==> config.mk <==
export PLATFORM = sky130hd
export DESIGN_NAME = cpu_speed_ctrl
export DESIGN_NICKNAME = d
export VERILOG_FILES = /design/src/rtl/cpu_speed_ctrl.sv
export SDC_FILE = /design/constraint.sdc
export NUM_CORES = 1
export LEC_CHECK = 0
export ABC_AREA = 1
export CAP_MARGIN = 40
export CORE_ASPECT_RATIO = 1.2
export CORE_UTILIZATION = 54
export CTS_CLUSTER_SIZE = 16
export DETAILED_ROUTE_END_ITERATION = 8
export PLACE_DENSITY = 0.74
export SYNTH_ARGS = -nofsm -noshare
export SYNTH_HDL_FRONTEND = slang
export SYNTH_SLANG_ARGS = --single-unit
==> constraint.sdc <==
create_clock -name CLK -period 1.8 [get_ports CLK]
set_clock_uncertainty 0.2 [all_clocks]
set_input_delay 0.27 -clock CLK [delete_from_list [all_inputs] [get_ports CLK]]
set_output_delay 0.27 -clock CLK [all_outputs]
set_load 0.02 [all_outputs]
==> src/rtl/cpu_speed_ctrl.sv <==
// cpu_speed_ctrl: sequencer in front of the CPU clock mux.
// Debounces the speed switch, waits for an idle 68000 bus, then issues a
// single clean toggle of CPU_SPEED_SWITCH followed by a guard window so the
// mux's cross-domain handoff can complete before any further change.
module cpu_speed_ctrl #(
    parameter int   DEBOUNCE_CYCLES = 71000,
    parameter int   GUARD_CYCLES    = 16,
    parameter logic RESET_SPEED     = 1'b0
) (
    input  logic CLK,
    input  logic RESET,
    input  logic SW_IN,
    input  logic AS_n,
    output logic CPU_SPEED_SWITCH,
    output logic SWITCHING
);

    // One counter serves both the debounce and guard intervals, so it is
    // sized for the longer of the two (never narrower than one bit).
    localparam int MAX_CYCLES = (DEBOUNCE_CYCLES > GUARD_CYCLES) ? DEBOUNCE_CYCLES : GUARD_CYCLES;
    localparam int CNT_W      = (MAX_CYCLES > 1) ? $clog2(MAX_CYCLES) : 1;

    localparam logic [CNT_W-1:0] DEB_LAST   = CNT_W'(DEBOUNCE_CYCLES - 1);
    localparam logic [CNT_W-1:0] GUARD_LAST = CNT_W'(GUARD_CYCLES - 1);

    typedef enum logic [1:0] {
        IDLE     = 2'd0,
        DEBOUNCE = 2'd1,
        WAIT_BUS = 2'd2,
        GUARD    = 2'd3
    } state_t;

    state_t           state;
    logic [CNT_W-1:0] cnt;

    logic sw_meta;
    logic sw_s;
    logic as_meta;
    logic as_s;

    // Two-flop synchronizers for the mechanical switch and the address strobe;
    // the strobe resets to "bus idle" so nothing looks busy out of reset.
    always_ff @(posedge CLK or posedge RESET) begin
        if (RESET) begin
            sw_meta <= RESET_SPEED;
            sw_s    <= RESET_SPEED;
            as_meta <= 1'b1;
            as_s    <= 1'b1;
        end else begin
            sw_meta <= SW_IN;
            sw_s    <= sw_meta;
            as_meta <= AS_n;
            as_s    <= as_meta;
        end
    end

    // Request sequencer: debounce, wait for bus idle, commit one toggle, guard.
    always_ff @(posedge CLK or posedge RESET) begin
        if (RESET) begin
            state            <= IDLE;
            cnt              <= '0;
            CPU_SPEED_SWITCH <= RESET_SPEED;
            SWITCHING        <= 1'b0;
        end else begin
            case (state)
                IDLE: begin
                    if (sw_s != CPU_SPEED_SWITCH) begin
                        state <= DEBOUNCE;
                        cnt   <= '0;
                    end
                end

                DEBOUNCE: begin
                    if (sw_s == CPU_SPEED_SWITCH) begin
                        state <= IDLE;
                    end else if (cnt == DEB_LAST) begin
                        state <= WAIT_BUS;
                    end else begin
                        cnt <= cnt + CNT_W'(1);
                    end
                end

                WAIT_BUS: begin
                    if (sw_s == CPU_SPEED_SWITCH) begin
                        state <= IDLE;
                    end else if (as_s) begin
                        CPU_SPEED_SWITCH <= ~CPU_SPEED_SWITCH;
                        SWITCHING        <= 1'b1;
                        cnt              <= '0;
                        state            <= GUARD;
                    end
                end

                GUARD: begin
                    if (cnt == GUARD_LAST) begin
                        SWITCHING <= 1'b0;
                        state     <= IDLE;
                    end else begin
                        cnt <= cnt + CNT_W'(1);
                    end
                end

                default: begin
                    state <= IDLE;
                end
            endcase
        end
    end

endmodule

==> out/results.txt <==
Remaining antenna violation count = 0
Status = finished, final reports clean
Router iterations before antenna repair = 4
DIE HEIGHT = 63.0 µm
Max-cap violations = 0
Routed wire length per instance = 12.8 µm
Fraction of layout cells with a size suffix above 1 = 0.160
Switching Power = 770 µW
GR Overflow Total = 0
Crit path largest cell delay = 0.42 ns
I/O pin count = 6
Share of Yosys cell area claimed by the top area cell type = 0.344
Seq pwr share = 0.392
Setup crit start kind = register
CP endpoint kind = register
Sequential share of the synthesized area = 0.376
Row cnt = 21
Syn avg cell area = 7.30 µm²
Worst reg2reg endpoint = cnt[2]
Via count = 1496
Final hold violations = 0
R2r setup slk = 0.05 ns
PwrDens = 971 nW/µm²
Post-Route WL = 3.56 mm
Largest net degree at the start of global routing = 26
Cell count after synthesis = 229
CP Data Required Time = 1.86 ns
Critical path's slowest cell = dfrtp_1
DIE AREA = 3320 µm²
Crit path cell chain = nor2_2 -> nand2_1 -> nor2_1 -> nand3_2 -> nand2_4 -> buf_12 -> nand4_1 -> nand2_1
Vias in the first global route = 1425
Setup violation total in the final timing report = 0
Cell mode on critical path = nand2_1
Starting Density = 0.584
Fin util = 0.655
Clock tree buffer depth = 2
Cell Area, Synth = 1670 µm²
CTS tree = done
Max Slew Vio Count = 0
Internal power = 1.05 mW
CTS Buf Count = 3
Fin Hold WS = 0.0648 ns
Synth top area cells = dfrtp_1, nand2_1, nand4_1
Clock Latency Late Sink = 0.33 ns
Post-layout net count = 250
Critical path buffer and inverter count = 1
Post-route DRC = 0
CTS sink count = 25
Detailed Route Iter0 Violations = 23
Fin Setup TNS = 0 ns
Clock power share = 0.141
Fmax = 570 MHz
Root buf cell = clkbuf_4
First-pass GRT wire length = 6.11 mm
Area growth from synthesis to layout = 12.3%
RR Startpoint = cnt[14]
Multi-input logic area = 890 µm²
Crit path launch = cnt[14]
Post-Syn Nets = 234
RD Place Congestion = 0.821
Worst-Margin Slew = 0.573 ns
Post-cts hold buffer count = 0
CP top delay family = simple AND/OR/NAND/NOR gates
Filler Cell Count = 261
Post-synth cell types = 30
Number of synthesized register bits = 25
Reg2Reg Depth = 8
Power after layout = 1.82 mW
Peak supply drop = 0.000734 V
Synth Warn # = 0
Core ar. = 2860 µm²
Worst Path Arrival = 1.82 ns
Hpwl dp = 2.48 mm
Finished Cell Area = 1880 µm²
Slew HR = 0.616
Combinational share of power = 0.467
Tmin final = 1.75 ns
H-Tree Level Count = 1
Die W = 52.8 µm
Leak = 0.965 nW
Placement Cell Area = 1760 µm²
Worst-path clk slew = 0.14 ns
Port bufs = 5
Global Route Usage Sum = 0.245
Critical path class = reg2reg
Switching portion of total power = 0.422
Initial antenna violation count = 0
Vias/cell = 5.38
Sequential cell area = 628 µm²
Hold crit path type = in2async
ANT cells = 0
Final Cycle Share = 0.974
Max FO, Critical Path = 13
Largest area contributor in the netlist = dfrtp_1
cells in the final DEF (no fill, tap or decap):
master,netlist,layout
nor3_2,1,1
nand3_2,2,3
or2_1,1,1
nand2_2,1,3
nor2_2,3,6
buf_6,1,2
buf_4,1,10
dfrtp_1,23,23
dfstp_2,2,2
a21oi_1,1,1
xnor2_1,2,2
dlygate4sd2_1,0,1
o21bai_1,2,2
nand2_1,81,79
dlymetal6s2s_1,0,1
nand3_1,8,7
xor2_1,7,7
and2_1,1,1
clkbuf_1,0,1
inv_2,1,2
nor2_1,26,23
o21ai_0,2,2
clkinv_1,2,2
o211ai_4,0,1
buf_12,2,2
clkdlybuf4s50_1,0,3
inv_1,24,23
nand2_4,3,1
nand2_8,0,2
a22oi_1,1,1
ha_2,0,1
clkbuf_4,0,3
nand4_1,23,23
nand3b_1,2,2
synth_stat cells:
cell type,instances
o21bai_1,2
and2_1,1
nand2_2,1
nand3_2,2
a22oi_1,1
buf_4,1
nand4_1,23
buf_12,2
o21ai_0,2
nor2_2,3
xnor2_1,2
inv_2,1
inv_1,24
nand2_1,81
nor2_1,26
clkinv_1,2
dfstp_2,2
buf_8,2
nand3_1,8
xor2_1,7
a21oi_1,1
dfrtp_1,23
nor3_2,1
buf_2,2
nand2_4,3
nand3b_1,2
o211ai_2,1
ha_1,1
or2_1,1
buf_6,1
final cells by class:
cell class | instances | area share
Timing Repair Buffer | 19 | 0.101
Tap cell | 34 | 0.0227
Clock buffer | 4 | 0.0140
Sequential cell | 25 | 0.335
Multi-Input combinational cell | 169 | 0.474
Inverter | 27 | 0.0540
layer usage:
| layer | part of all wire | GRT usage |
|---|---|---|
| met4 | 0.034 | 0.132 |
| met2 | 0.49 | 0.392 |
| met3 | 0.047 | 0.0341 |
| met1 | 0.42 | 0.310 |
| met5 | 0 | 0 |
per-stage QoR:
| step | std cells | setup slack (ns) |
|---|---|---|
| 4_1_cts | 275 | 0.0303 |
| 3_5_place_dp | 271 | 0.0100 |
| 2_1_floorplan | 229 | 0.145 |
| 6_report | 278 | 0.0471 |
| 3_3_place_gp | 271 | 0.0559 |
| 5_1_grt | 278 | -0.0127 |
tightest hold or removal path, stage by stage:
cell and delay (ns):
clkdlybuf4s50_1 0.39, inv_1 0.05, buf_4 0.30
state kept, by name, indices dropped and copies added, names as in the netlist:
name	cells
CPU_SPEED_SWITCH	1
sw_s	1
sw_meta	1
as_meta	1
SWITCHING	1
as_s	1
state	2
cnt	17
kinds of logic after synthesis:
group / after synthesis / synth area share
xor gates and xnor gates: 9 / 0.0472
AOI/OAI and AO/OA: 7 / 0.0299
adders and majority gates: 1 / 0.00748
DFF: 25 / 0.376
and+or+nand+nor: 152 / 0.420
buffers and inverters: 35 / 0.120
worst max-delay path by stage:
stage / endpoint / slack [ns] / cells after the start
finish: cnt[2] / 0.05 / 8
global route: cnt[1] / -0.01 / 8
CTS: cnt[12] / 0.03 / 10
detailed placement: cnt[12] / 0.01 / 10
global placement: cnt[12] / 0.06 / 10
floorplan: state[1] / 0.15 / 11
power by group through the flow:
stage,Sequential [mW],Clock [mW],Combinational [mW]
detailed placement,0.726,0,0.737
global route,0.732,0.299,0.926
floorplan,0.742,0,0.581
finish,0.715,0.257,0.851
global placement,0.721,0,0.724
CTS,0.714,0.271,0.749
repair_timing:
action                                  4_1_cts  5_1_grt
endpoints found under the setup margin        2       19
pin swaps                                     0        5
buffers inserted                              0        3
cloned                                        0        0
resized for setup                             2       13
No activity file was read; power rests on OpenSTA's default activity.
